`src/rtl/arb_pkg.sv`:
```
// Shared definitions for the 8-way round-robin arbiter: sizes, FSM encoding
// and the index-to-one-hot helper.
package arb_pkg;

  localparam int N_REQ = 8;
  localparam int IDX_W = 3;

  typedef enum logic {
    ST_IDLE  = 1'b0,
    ST_GRANT = 1'b1
  } arb_state_e;

  function automatic logic [N_REQ-1:0] idx_to_onehot(input logic [IDX_W-1:0] idx);
    return {{(N_REQ-1){1'b0}}, 1'b1} << idx;
  endfunction

endpackage

```
`src/rtl/rr_pick8.sv`:
```
// Combinational rotating-priority pick: the first set request scanning upward
// from ptr with wrap-around.
module rr_pick8
  import arb_pkg::*;
(
  input  logic [N_REQ-1:0] req,
  input  logic [IDX_W-1:0] ptr,
  output logic [IDX_W-1:0] pick_idx,
  output logic             pick_valid
);

  logic [2*N_REQ-1:0] dbl_s;
  logic [N_REQ-1:0]   rot_s;
  logic [IDX_W-1:0]   enc_s;

  // Rotate so ptr lands at bit 0, encode the lowest set bit, then undo the rotation.
  always_comb begin
    dbl_s = {req, req} >> ptr;
    rot_s = dbl_s[N_REQ-1:0];
    enc_s = {IDX_W{1'b0}};
    for (int i = N_REQ - 1; i >= 0; i--) begin
      enc_s = rot_s[i] ? i[IDX_W-1:0] : enc_s;
    end
    pick_idx   = enc_s + ptr;
    pick_valid = |req;
  end

endmodule

```
`src/rtl/rr_arbiter_8.sv`:
```
// Round-robin arbiter for 8 requesters with grant hold, release on done or
// withdrawal, and forced release after MAX_HOLD cycles.
module rr_arbiter_8
  import arb_pkg::*;
#(
  parameter int MAX_HOLD = 16,
  parameter int CNT_W    = 8
) (
  input  logic             clk,
  input  logic             rst_n,
  input  logic [N_REQ-1:0] req,
  input  logic             done,
  output logic [N_REQ-1:0] gnt,
  output logic [IDX_W-1:0] gnt_idx,
  output logic             gnt_valid,
  output logic             timeout
);

  localparam logic [CNT_W-1:0] HOLD_MAX = CNT_W'(MAX_HOLD);
  localparam logic [CNT_W-1:0] HOLD_ONE = {{(CNT_W-1){1'b0}}, 1'b1};

  arb_state_e       state_r, state_s;
  logic [IDX_W-1:0] ptr_r, ptr_s;
  logic [CNT_W-1:0] hold_cnt_r, hold_cnt_s;
  logic [N_REQ-1:0] gnt_r, gnt_s;
  logic [IDX_W-1:0] gnt_idx_r, gnt_idx_s;
  logic             gnt_valid_r, gnt_valid_s;
  logic             timeout_r, timeout_s;

  logic [IDX_W-1:0] pick_idx_s;
  logic             pick_valid_s;
  logic             hold_hit_s;
  logic             release_s;

  rr_pick8 u_pick (
    .req        (req),
    .ptr        (ptr_r),
    .pick_idx   (pick_idx_s),
    .pick_valid (pick_valid_s)
  );

  // Release qualifiers for the current owner; timeout wins reporting even if done/withdraw coincide.
  always_comb begin
    hold_hit_s = (hold_cnt_r == HOLD_MAX);
    release_s  = done | ~req[gnt_idx_r] | hold_hit_s;
  end

  // Next-state and next-output logic for the grant FSM.
  always_comb begin
    state_s     = state_r;
    ptr_s       = ptr_r;
    hold_cnt_s  = hold_cnt_r;
    gnt_s       = gnt_r;
    gnt_idx_s   = gnt_idx_r;
    gnt_valid_s = gnt_valid_r;
    timeout_s   = 1'b0;
    case (state_r)
      ST_IDLE: begin
        if (pick_valid_s) begin
          state_s     = ST_GRANT;
          gnt_s       = idx_to_onehot(pick_idx_s);
          gnt_idx_s   = pick_idx_s;
          gnt_valid_s = 1'b1;
          hold_cnt_s  = HOLD_ONE;
        end else begin
          state_s     = ST_IDLE;
        end
      end
      ST_GRANT: begin
        if (release_s) begin
          state_s     = ST_IDLE;
          gnt_s       = {N_REQ{1'b0}};
          gnt_valid_s = 1'b0;
          ptr_s       = gnt_idx_r + 3'd1;
          hold_cnt_s  = {CNT_W{1'b0}};
          timeout_s   = hold_hit_s;
        end else if (hold_cnt_r != HOLD_MAX) begin
          hold_cnt_s  = hold_cnt_r + HOLD_ONE;
        end else begin
          hold_cnt_s  = hold_cnt_r;
        end
      end
      default: begin
        state_s     = ST_IDLE;
        gnt_s       = {N_REQ{1'b0}};
        gnt_valid_s = 1'b0;
        hold_cnt_s  = {CNT_W{1'b0}};
      end
    endcase
  end

  // State, pointer, counter and registered outputs.
  always_ff @(posedge clk or negedge rst_n) begin
    if (!rst_n) begin
      state_r     <= ST_IDLE;
      ptr_r       <= {IDX_W{1'b0}};
      hold_cnt_r  <= {CNT_W{1'b0}};
      gnt_r       <= {N_REQ{1'b0}};
      gnt_idx_r   <= {IDX_W{1'b0}};
      gnt_valid_r <= 1'b0;
      timeout_r   <= 1'b0;
    end else begin
      state_r     <= state_s;
      ptr_r       <= ptr_s;
      hold_cnt_r  <= hold_cnt_s;
      gnt_r       <= gnt_s;
      gnt_idx_r   <= gnt_idx_s;
      gnt_valid_r <= gnt_valid_s;
      timeout_r   <= timeout_s;
    end
  end

  assign gnt       = gnt_r;
  assign gnt_idx   = gnt_idx_r;
  assign gnt_valid = gnt_valid_r;
  assign timeout   = timeout_r;

endmodule

```
`config.mk`:
```
export PLATFORM = sky130hd
export DESIGN_NAME = rr_arbiter_8
export DESIGN_NICKNAME = d
export VERILOG_FILES = /design/src/rtl/arb_pkg.sv /design/src/rtl/rr_pick8.sv /design/src/rtl/rr_arbiter_8.sv
export SDC_FILE = /design/constraint.sdc
export NUM_CORES = 1
export LEC_CHECK = 0
export ABC_AREA = 1
export BUFFER_PORTS_ARGS = -buffer_cell sky130_fd_sc_hd__buf_2
export CORE_MARGIN = 2
export CORE_UTILIZATION = 55
export DETAILED_ROUTE_END_ITERATION = 10
export GPL_ROUTABILITY_DRIVEN = 0
export PLACE_DENSITY_LB_ADDON = 0.12
export RECOVER_POWER = 50
export SYNTH_ARGS = -nofsm -noshare
export SYNTH_HDL_FRONTEND = slang
export SYNTH_SLANG_ARGS = --single-unit
```
`constraint.sdc`:
```
create_clock -name clk -period 3.08 [get_ports clk]
set_input_delay 0.154 -clock clk [delete_from_list [all_inputs] [get_ports clk]]
set_output_delay 0.154 -clock clk [all_outputs]
set_load 0.01 [all_outputs]
```
==> run metrics <==
outcome=completed; pin count of the biggest net entering global routing=26; Tightest Pin Transition=approximately 1300 ps; pwr dens=~1000 nW/µm²; Overflow after GRT=0; initial detailed-routing violation count=50; number of buffers between clock root and the deepest sink=2; share of layout cells above drive strength 1=roughly a quarter; share of synthesized area occupied by flip-flops and latches=32.1%; number of nets produced by synthesis=between 200 and 300; register bit count reported by yosys=25; post-DR vias/cell=slightly above 5; clock transition at the registers of the reported paths=140 ps; die boundary width=between 60 and 70 µm; start point of the critical path=ptr_r[1]; data arrival time of the worst path=2970 ps; Hold/Removal Path Class=in -> reg; total of warnings raised by yosys=0; total count of hold-check failures in the final report=0; final setup skew=approximately 10 ps; number of port buffers=23; vertical die dimension=63.5 µm; H-tree depth=1; drt total wl=between 3000 and 4000 µm; critical path start-end classification=reg -> reg; startpoint kind of the worst setup timing path=flip-flop; number of nets still failing antenna checks after routing=0; number of max-capacitance violations reported=0; post-layout minimum cycle time=approximately 2700 ps; nets@finish=approximately 290; worst-case vdd ir drop=0.491 mV; peak clock frequency supported by timing=365 MHz; Final Total Pwr=0.00221 W; Critical path buffers and inverters=4; master cell of the clock root buffer=sky130_fd_sc_hd__clkbuf_4; cell with the most instances on the worst path=sky130_fd_sc_hd__inv_1; total leakage power=between 1 and 1.5 nW; number of pins with negative max-slew slack in the final report=0; row count=21; via count of the first global-routing pass=between 1500 and 2000; clock tree from TritonCTS=yes; average size of a mapped cell=7.95 µm²; worst-path cell with the longest stage delay=sky130_fd_sc_hd__dfrtp_2; first-pass GRT wire length=about 7000 µm; remaining routing DRC violations=0; crit-path cells=clkinv_8, nand3_1, nand3_2, nand2_2, inv_1, a21oi_1, o21bai_1, a21oi_1, ha_1, inv_1, fa_1, xor2_1, inv_1, nand3_4, nand2_4, nand2_1, nand2_1; number of sinks handled by clock tree synthesis=25; synth-to-layout area growth=8.22%; Std-Cell Core Area=about 3400 µm²; kind of cell with the highest combined delay on the critical path=simple AND/OR/NAND/NOR gates; Gate Count Post-Synth=between 200 and 250; post-synthesis instance area=just under 2000 µm²; number of clock buffers inserted by TritonCTS=3; via count=about 1600; RSZ-0062 raised after global routing=false; post-CTS setup buffers=0; Setup Viol. Count Final=0; post-synth cell types=33; total die area=4030 µm²; required time at the endpoint of the critical path=roughly 3300 ps; reg-to-reg critical path startpoint=ptr_r[1]; number of detailed-route iterations in the first pass=4; setup total negative slack=0 ps; I/O pins=24; remaining max-slew budget at the tightest pin=about an eighth; number of inserted diodes=0; crit share post-route=between 80% and 90%; hold slack final=111 ps; Post-DP HPWL=3070 µm; antenna violations before repair=0; category of the worst setup path capture point=flip-flop; worst hold path startpoint=done; clock latency at the later pin of the worst-skew pair=320 ps; maximum cell stage delay along the critical path=roughly 590 ps; global routing usage summed across all routing layers=a little over a fifth; maximum fanout encountered on the critical timing path=10; starting density of the core=slightly below 60%; wire per inst=12.2 µm
registers in the layout, indices dropped and copies added (netlist names):
register,flops
gnt_idx,3
timeout,1
gnt,8
gnt_valid,1
state_r,1
hold_cnt_r,8
ptr_r,3
cell usage after synthesis, drive strengths merged:
library cell / n / share of area, %
nor3: 3 / 0.77
nand2: 81 / 21
nor2: 24 / 6.0
xor2: 6 / 2.7
o221ai: 1 / 0.45
nand4: 6 / 1.9
fa: 1 / 1.0
nand3: 40 / 14
clkinv: 1 / 0.84
ha: 4 / 2.6
dfrtp: 25 / 32
or2: 1 / 0.32
o22ai: 1 / 0.32
bufinv: 1 / 0.90
inv: 23 / 4.8
nor4: 1 / 0.32
xnor2: 1 / 0.45
o21bai: 3 / 1.2
o21ai: 14 / 3.8
clkbuf: 1 / 0.71
buf: 4 / 2.3
mux2i: 1 / 0.51
a21oi: 2 / 0.51
power breakdown:
part	switching [W]	total, W	internal, W	leakage [nW]
combinational	0.000959	0.00150	0.000545	0.751
sequential	0.000136	0.000561	0.000425	0.327
clock	0.0000958	0.000144	0.0000486	0.0177
total	0.00119	0.00221	0.00102	1.10
layer usage:
metal	wire length (µm)	global-route usage (%)	vias up
met5	0	0	-
met4	63	7.34	0
met3	107	2.32	7
met2	1820	36.6	19
met1	1860	29.4	731
li1	-	-	849
cell type report:
| type | count | area, µm² |
|---|---|---|
| flip-flops and latches | 25 | 628 |
| repair buffers | 26 | 131 |
| inverters | 25 | 128 |
| fillers | 349 | 1250 |
| well taps | 46 | 57.6 |
| clock inverters | 1 | 5.00 |
| multi-input cells | 190 | 1140 |
| clock buffers | 3 | 22.5 |
layout by cell type (no fill, tap or decap), types with 2 or more instances in the layout:
| master | n |
|---|---|
| sky130_fd_sc_hd__nand3_2 | 13 |
| sky130_fd_sc_hd__dfrtp_2 | 2 |
| sky130_fd_sc_hd__buf_2 | 16 |
| sky130_fd_sc_hd__nand3_1 | 26 |
| sky130_fd_sc_hd__a21oi_1 | 2 |
| sky130_fd_sc_hd__inv_1 | 22 |
| sky130_fd_sc_hd__clkbuf_4 | 3 |
| sky130_fd_sc_hd__buf_4 | 2 |
| sky130_fd_sc_hd__nand4_1 | 6 |
| sky130_fd_sc_hd__nand2_2 | 17 |
| sky130_fd_sc_hd__o21bai_1 | 3 |
| sky130_fd_sc_hd__nor3_1 | 3 |
| sky130_fd_sc_hd__dfrtp_1 | 23 |
| sky130_fd_sc_hd__o21ai_0 | 12 |
| sky130_fd_sc_hd__nand2_1 | 55 |
| sky130_fd_sc_hd__clkbuf_1 | 7 |
| sky130_fd_sc_hd__xor2_1 | 6 |
| sky130_fd_sc_hd__nor2_1 | 21 |
| sky130_fd_sc_hd__ha_1 | 4 |
| sky130_fd_sc_hd__nand2_4 | 9 |
path summary, 6_finish.rpt:
check | slack [ps] | endpoint | cells past startpoint
max | 340 | gnt[1] | 17
min in group asynchronous | 630 | gnt[1] | 2
max reg2reg | 340 | gnt[1] | 17
min | 110 | hold_cnt_r[2] | 4
max in group asynchronous | 1580 | ptr_r[1] | 2
min reg2reg | 510 | gnt_valid | 2
cell families (layout without fill, tap and decap cells):
logic type	after synthesis	after routing	synth area share, %
compound gates	21	21	6.23
mux	1	1	0.514
xor+xnor	7	7	3.15
buf+inv	30	55	9.57
flops	25	25	32.1
fa+ha+maj	5	5	3.60
simple gates	156	156	44.8
through the flow:
stage / utilization, % / cells / setup WS, ps / instance area [µm²]
2_1_floorplan: - / 245 / 513 / 1950
3_3_place_gp: 61.8 / 311 / 261 / 2080
3_5_place_dp: 61.8 / 311 / 153 / 2080
4_1_cts: 62.9 / 316 / 138 / 2110
5_1_grt: 62.7 / 316 / 50.7 / 2110
6_report: 62.7 / 316 / 340 / 2110
tightest hold or removal path, delay by kind of cell:
| family | cells | cell delay, ps |
|---|---|---|
| AO/OA/AOI/OAI | 1 | 60 |
| AND/OR/NAND/NOR | 2 | 100 |
| buffers and inverters | 1 | 80 |
what timing repair did:
| item | CTS | global route |
|---|---|---|
| hold buffers | 1 | 0 |
| gates resized for setup | 0 | 2 |
| hold endpoints to repair | 25 | 0 |
| endpoints found under the setup margin | 0 | 9 |
Power figures use the tool's default switching activity.
